### src/rtl/mlp_layer_controller.sv
// Dense 3x3 layer y = ReLU(W*x + b): start at E0 latches operands, y/done valid at E4.
// No backpressure: start is ignored while a computation is in flight.
module mlp_layer_controller #(
  parameter int DW = 16
) (
  input  logic            clk,
  input  logic            rst,
  input  logic            start,
  input  logic [DW-1:0]   x0,
  input  logic [DW-1:0]   x1,
  input  logic [DW-1:0]   x2,
  input  logic [DW-1:0]   w00,
  input  logic [DW-1:0]   w01,
  input  logic [DW-1:0]   w02,
  input  logic [DW-1:0]   w10,
  input  logic [DW-1:0]   w11,
  input  logic [DW-1:0]   w12,
  input  logic [DW-1:0]   w20,
  input  logic [DW-1:0]   w21,
  input  logic [DW-1:0]   w22,
  input  logic [2*DW-1:0] b0,
  input  logic [2*DW-1:0] b1,
  input  logic [2*DW-1:0] b2,
  output logic [2*DW-1:0] y0,
  output logic [2*DW-1:0] y1,
  output logic [2*DW-1:0] y2,
  output logic            done
);

  localparam int AW = 2 * DW;

  typedef enum logic [2:0] {IDLE, MAC0, MAC1, MAC2, RELU, DONE} state_t;

  state_t                  state_q, state_d;
  logic [2:0][DW-1:0]      x_in, x_q, x_d;
  logic [2:0][2:0][DW-1:0] w_in, w_q, w_d;   // [row][col]
  logic [2:0][AW-1:0]      b_in, b_q, b_d;
  logic [2:0][AW-1:0]      acc_q, acc_d;
  logic [2:0][AW-1:0]      y_q, y_d;
  logic [2:0][AW-1:0]      prod;
  logic                    done_q, done_d;
  logic [1:0]              col;
  logic [DW-1:0]           x_sel;

  assign x_in = {x2, x1, x0};
  assign w_in = {{w22, w21, w20}, {w12, w11, w10}, {w02, w01, w00}};
  assign b_in = {b2, b1, b0};

  // One input column per MAC state; all three rows share the selected x element.
  always_comb begin
    case (state_q)
      MAC1:    col = 2'd1;
      MAC2:    col = 2'd2;
      default: col = 2'd0;
    endcase
    x_sel = x_q[col];
    for (int r = 0; r < 3; r++) begin
      prod[r] = $signed({{DW{x_sel[DW-1]}}, x_sel})
              * $signed({{DW{w_q[r][col][DW-1]}}, w_q[r][col]});
    end
  end

  always_comb begin
    state_d = state_q;
    x_d     = x_q;
    w_d     = w_q;
    b_d     = b_q;
    acc_d   = acc_q;
    y_d     = y_q;
    done_d  = done_q;
    case (state_q)
      IDLE, DONE: begin
        if (start) begin
          x_d     = x_in;
          w_d     = w_in;
          b_d     = b_in;
          done_d  = 1'b0;
          state_d = MAC0;
        end
      end
      MAC0: begin
        for (int r = 0; r < 3; r++) acc_d[r] = b_q[r] + prod[r];
        state_d = MAC1;
      end
      MAC1: begin
        for (int r = 0; r < 3; r++) acc_d[r] = acc_q[r] + prod[r];
        state_d = MAC2;
      end
      MAC2: begin
        for (int r = 0; r < 3; r++) acc_d[r] = acc_q[r] + prod[r];
        state_d = RELU;
      end
      RELU: begin
        // Strictly positive: sign bit clear and not zero; wrapped sums are taken as-is.
        for (int r = 0; r < 3; r++) begin
          y_d[r] = (!acc_q[r][AW-1] && (acc_q[r] != '0)) ? acc_q[r] : '0;
        end
        done_d  = 1'b1;
        state_d = DONE;
      end
      default: state_d = IDLE;
    endcase
  end

  always_ff @(posedge clk or negedge rst) begin
    if (!rst) begin
      state_q <= IDLE;
      x_q     <= '0;
      w_q     <= '0;
      b_q     <= '0;
      acc_q   <= '0;
      y_q     <= '0;
      done_q  <= 1'b0;
    end else begin
      state_q <= state_d;
      x_q     <= x_d;
      w_q     <= w_d;
      b_q     <= b_d;
      acc_q   <= acc_d;
      y_q     <= y_d;
      done_q  <= done_d;
    end
  end

  assign y0   = y_q[0];
  assign y1   = y_q[1];
  assign y2   = y_q[2];
  assign done = done_q;

endmodule

### config.mk
export PLATFORM = sky130hd
export DESIGN_NAME = mlp_layer_controller
export DESIGN_NICKNAME = d
export VERILOG_FILES = /design/src/rtl/mlp_layer_controller.sv
export SDC_FILE = /design/constraint.sdc
export NUM_CORES = 2
export LEC_CHECK = 0
export CAP_MARGIN = 15
export CORE_AREA = 8 8 321 323
export CTS_CLUSTER_SIZE = 24
export DETAILED_ROUTE_END_ITERATION = 12
export DIE_AREA = 0 0 329 331
export GPL_ROUTABILITY_DRIVEN = 1
export PLACE_DENSITY = 0.82
export SLEW_MARGIN = 20
export SYNTH_ARGS = -nofsm -noshare
export SYNTH_HDL_FRONTEND = slang
export SYNTH_SLANG_ARGS = --single-unit
export TNS_END_PERCENT = 1
### constraint.sdc
create_clock -name clk -period 11.62 [get_ports clk]
set_input_delay 3.486 -clock clk [delete_from_list [all_inputs] [get_ports clk]]
set_output_delay 3.486 -clock clk [all_outputs]
set_load 0.03 [all_outputs]
After elaboration in Yosys (flattened, before gate mapping)
Cells that the tools add are included.

Bits in registers: 484. Input bits: 291. Word-level logic and storage cells: 72.

$add $sub $neg: 6. Multiply operators: 3. $lt $le $gt $ge: 1. Equality and inequality tests: 6. Multiplexer cells: 17. Reduce and logical (&&, ||, !) cells: 16.

Operator list (count): adder 32 bit (6); one-hot mux 96 bit (2 select lines) (1); binary-select mux 16 bit (select 2 bit) (4); multiplier 16 x 16 -> 32 bit (3); 2-to-1 mux 32 bit (3); nonzero test 32 bit (3); 2-to-1 mux 16 bit (4); one-hot mux 3 bit (5 select lines) (1); == test 3 x 2 -> 1 bit (second input constant) (2); == test 3 bit (second input constant) (2); one-hot mux 2 bit (2 select lines) (1); AND reduction 2 bit (2); nonzero test 2 bit (2); OR reduction 2 bit (2); == test 3 x 1 -> 1 bit (second input constant) (1); logical AND 1 bit (3); zero test 1 bit (3); zero test 3 bit (1); < comparator 2 x 3 -> 1 bit (second input constant) (1); 2-to-1 mux 3 bit (1); != test 2 bit (second input constant) (1); one-hot mux 1 bit (2 select lines) (1); 2-to-1 mux 1 bit (1).

Depth between registers and ports, before layout
Depth in word-level cells: 7. Depth in mapped cells: 42. Mapped depth without buffers: 39.

Worst setup path after synthesis
No wires, ideal clock.

Path type: register -> register. Start: register state_q[0]. End: register acc_q[62] (netlist name). Arrival: 9.389 ns. Data required time: 11.489 ns. Setup slack: 2.100 ns. Stages on the path, launching flop included: 39. Path buffers: 5. Clock period less this slack: 9.520 ns. Cells stage by stage: dfrtp_1 > clkbuf_1 > clkbuf_1 > buf_1 > mux2i_1 > o21ai_0 > clkbuf_1 > nand2_1 > fa_1 > fa_1 > fa_1 > inv_1 > fa_1 > fa_1 > inv_1 > fa_1 > inv_1 > ha_1 > (+3 left out) > and2_1 > a21o_1 > a21oi_1 > o21bai_1 > a21oi_1 > xnor2_1 > ha_1 > a21oi_1 > o21ai_1 > a21o_1 > a2111oi_0 > a21oi_1 > o41ai_4 > o211ai_1 > or4_1 > a31oi_1 > xor2_1 > o21ai_1.

Word-level cells in the longest chain between the ends: 7. Elaborated cells on any way between the ends: 14. Classes of those cells: add/sub (2); mul (1); eq/ne (3); mux (6); reduce/logical (2).

Ends and longest elaborated chain: from (decl) (line 34) `state_t state_q, state_d;`; from (signal assigned) (line 115) `state_q <= state_d;`; == test 3 x 2 -> 1 bit (line 51, 71); one-hot mux 2 bit (2 select lines) (line 51) `case (state_q)`; binary-select mux 16 bit (select 2 bit) (on tied branches) (line 56, 59); 2-to-1 mux 16 bit (on tied branches) (line 56, 59); multiplier 16 x 16 -> 32 bit (line 59) `* $signed({{DW{w_q[r][col][DW-1]}}, w_q[r][col]});`; adder 32 bit (on tied branches) (line 86, 90, 82); one-hot mux 96 bit (2 select lines) (line 71) `case (state_q)`; to (signal assigned) (line 111) `acc_q <= '0;`; to (signal assigned) (line 119) `acc_q <= acc_d;`; to (decl) (line 38) `logic [2:0][AW-1:0] acc_q, acc_d;`.

Parallel ways exist; a longest one is shown, timed or not. The select of a mux whose other input is x is not followed. A chain may end at the register's enable or synchronous reset.

Worst setup path in the final report
Start: register state_q[0]. End: register acc_q[31] (netlist name).

The elaborated chain is that of the path after synthesis.

==> summary.txt <==
area grow syn2layout: 14.2%
number of buffers added by the clock tree synthesis step: 56
arrival time worst endpoint: 11.30 ns
area fraction of the dominant cell type after synthesis: 29.5%
vertical die dimension: 331 microns
min-delay worst type: reg -> reg
endpoints failing hold: 0
final instance area: 61100 sq um
most repeated library cell on the critical path: sky130_fd_sc_hd__fa_1
beginning of the worst register-to-register path: state_q[0]
Starting Density: 54.8%
leading cell type in the layout, fill and taps excluded: sky130_fd_sc_hd__inv_1
sort of element at the end of the critical path: flip-flop
Worst Path Required: 12.13 ns
clock latency at the later pin of the worst-skew pair: 0.67 ns
Avg Vias per Cell: 5.68
antenna violations before repair: 10
wire length of the first global-routing pass: 245 mm
outcome: completed
antenna violation net count after detailed routing: 0
highest net fanout along the worst path: 46
Final HPWL DP: 121 mm
final cycle utilization of the critical path: 92.8%
yosys synthesis warning count: 0
total die area: 109000 sq um
Critical path destination: acc_q[31]
post-CTS setup buffers: 0
deepest level of the CTS H-tree: 2
Register-to-Register Path Depth: 35
share of async-settable or async-resettable flops after synthesis: 100%
number of DRC violations after detailed routing: 0
top cells by area in the synthesized netlist: sky130_fd_sc_hd__fa_1, sky130_fd_sc_hd__dfrtp_1, sky130_fd_sc_hd__ha_1, sky130_fd_sc_hd__inv_1, sky130_fd_sc_hd__mux2_2
post-detailed-route wirelength per cell: 21.2 microns
DR vias: 41.3k
largest stage delay on the critical path: 1.06 ns
Site Rows: 115
post-synthesis net count: 7041
io pins: 388
max-cap viol count: 0
RSZ-0062 raised after global routing: false
register clock-pin slew on the reported worst setup and hold paths: 0.06 ns
DR pass1 iterations: 7
Std-Cell Core Area: 97700 sq um
hold path start: y0[12]
TritonCTS clock tree: built
Max Root-Sink Buffers: 3
area after detailed placement: 59000 sq um
pin count of the biggest net entering global routing: 174
Critical Path Start: state_q[0]
worst-margin pin slew: 1.20 ns
top flip-flop cell by instance count after synthesis: sky130_fd_sc_hd__dfrtp_1
gp weighted congestion: 1.00
Post-Synthesis Cells: 5616
library cell occupying the most area in the post-synthesis netlist: sky130_fd_sc_hd__fa_1
count of flip-flops with a built-in enable after synthesis: 0
number of global-route vias before repair: 44.7k
leftover overflow at the end of global routing: 0
clock skew after layout: 0.0294 ns
layout cell share with drive strength beyond 1: 9.14%
DIE WIDTH: 329 microns
number of distinct library cells after synthesis: 70
TritonCTS Sinks: 484
Cell Area, Synth: 53500 sq um
Final setup violation count: 0
port buffer count: 387
Critical Path Source Type: flip-flop
post-synthesis sequential element count: 484
Overall Global Routing Usage: 28.7%
count of hold buffers inserted by post-cts repair: 0
fill cell instance count of the final layout: 7857
total of cells resized after clock tree synthesis: 0
Critical Setup Path Class: reg -> reg
final period demand of the worst path: 10.79 ns
total negative slack for setup checks: 0 ns
fin. max-slew vios: 0
most frequent cells in the layout: sky130_fd_sc_hd__inv_1, sky130_fd_sc_hd__nand2_1, sky130_fd_sc_hd__fa_1
Seq/Total Area, Yosys: 22.6%
Worst R2R End: acc_q[31]
synthesized area per cell: 9.53 sq um
worst-path cell with the longest stage delay: sky130_fd_sc_hd__dfrtp_4
Total Routed Length: 154 mm
CTS Root Buffer Type: sky130_fd_sc_hd__clkbuf_16
utilization after layout: 62.5%
highest clock frequency the design can meet: 92.7 MHz
net count reported at finish: 7351
headroom to the max-slew limit: 19.9%
DRT iter0 DRCs: 3200
Worst R2R Setup Slack: 0.83 ns
==> synth_stat cells (4+ instances only) <==
library cell,n
sky130_fd_sc_hd__a211o_1,8
sky130_fd_sc_hd__a211oi_1,15
sky130_fd_sc_hd__a21o_1,81
sky130_fd_sc_hd__a21oi_1,139
sky130_fd_sc_hd__a22o_1,93
sky130_fd_sc_hd__a311oi_1,4
sky130_fd_sc_hd__a31oi_1,14
sky130_fd_sc_hd__and2_1,30
sky130_fd_sc_hd__and3_1,15
sky130_fd_sc_hd__buf_1,18
sky130_fd_sc_hd__clkbuf_1,210
sky130_fd_sc_hd__dfrtp_1,484
sky130_fd_sc_hd__fa_1,789
sky130_fd_sc_hd__ha_1,345
sky130_fd_sc_hd__inv_1,974
sky130_fd_sc_hd__mux2_2,294
sky130_fd_sc_hd__mux2i_1,67
sky130_fd_sc_hd__nand2_1,832
sky130_fd_sc_hd__nand2b_1,25
sky130_fd_sc_hd__nand3_1,19
sky130_fd_sc_hd__nand3b_1,6
sky130_fd_sc_hd__nand4_1,14
sky130_fd_sc_hd__nor2_1,456
sky130_fd_sc_hd__nor2b_1,21
sky130_fd_sc_hd__nor3_1,25
sky130_fd_sc_hd__nor3b_1,4
sky130_fd_sc_hd__nor4_1,27
sky130_fd_sc_hd__o2111ai_1,4
sky130_fd_sc_hd__o211ai_1,7
sky130_fd_sc_hd__o21a_1,75
sky130_fd_sc_hd__o21ai_0,121
sky130_fd_sc_hd__o21ai_1,81
sky130_fd_sc_hd__o21bai_1,23
sky130_fd_sc_hd__o31ai_1,13
sky130_fd_sc_hd__or2_2,27
sky130_fd_sc_hd__or3_1,7
sky130_fd_sc_hd__xnor2_1,132
sky130_fd_sc_hd__xor2_1,62
==> cell type report <==
cell class                      count  area [sq um]  area share [%]
Antenna cell                       12          30.0          0.0492
Inverter                          974          3660            5.99
Clock inverter                     23           380           0.623
Sequential cell                   484         12100            19.8
Multi-Input combinational cell   3929         37000            60.6
Tap cell                         1287          1610            2.64
Clock buffer                       82          1660            2.72
Timing Repair Buffer              481          4640            7.60
==> critical path, delay by kind of cell (launching register included) <==
kind                       cells  cell delay, ns
buffers and inverters          4            0.19
DFF                            1            1.06
and+or+nand+nor                4            0.76
xor gates and xnor gates       2            0.37
muxes                          1            0.36
AOI/OAI and AO/OA             16            4.20
adders and majority gates      8            3.68
==> state kept, by name (all words and copies together) (netlist names) <==
name,count
y0,32
acc_q,96
x_q,48
state_q,3
done,1
b_q,96
y1,32
w_q,144
y2,32
==> how the worst min path moves through the flow <==
stage                           end  cells after the start
after floorplan           acc_q[63]                      2
after global placement       y0[31]                      1
after detailed placement     y1[31]                      1
after CTS                    y2[31]                      1
after global routing         y2[11]                      1
final                        y0[12]                      2
==> stage by stage <==
step	hold slack (ns)	worst slack [ns]	cells
floorplan	0.479	2.10	5616
global route	0.519	0.409	7268
CTS	0.493	1.08	7260
detailed placement	0.475	1.10	7155
finish	0.491	0.832	7272
global placement	0.470	1.39	7155
==> layer usage <==
| layer | wire, microns | vias up | track usage [%] |
|---|---|---|---|
| met5 | 0 | - | 0 |
| met4 | 8820 | 0 | 14.2 |
| met3 | 14500 | 479 | 7.48 |
| met2 | 74500 | 1840 | 48.8 |
| met1 | 56200 | 20700 | 33.8 |
| li1 | - | 18300 | - |
==> logic make-up after synthesis <==
family	count (synthesis)	share of synthesized area [%]
buffers and inverters	1203	8.44
muxes	361	7.44
adders and majority gates	1134	37.6
and+or+nand+nor	1516	11.7
DFF	484	22.6
xor gates and xnor gates	195	3.22
AOI/OAI and AO/OA	723	9.01
Power is not shown: default switching activity piles up to over one toggle a cycle in this logic, so the estimate is an artifact.
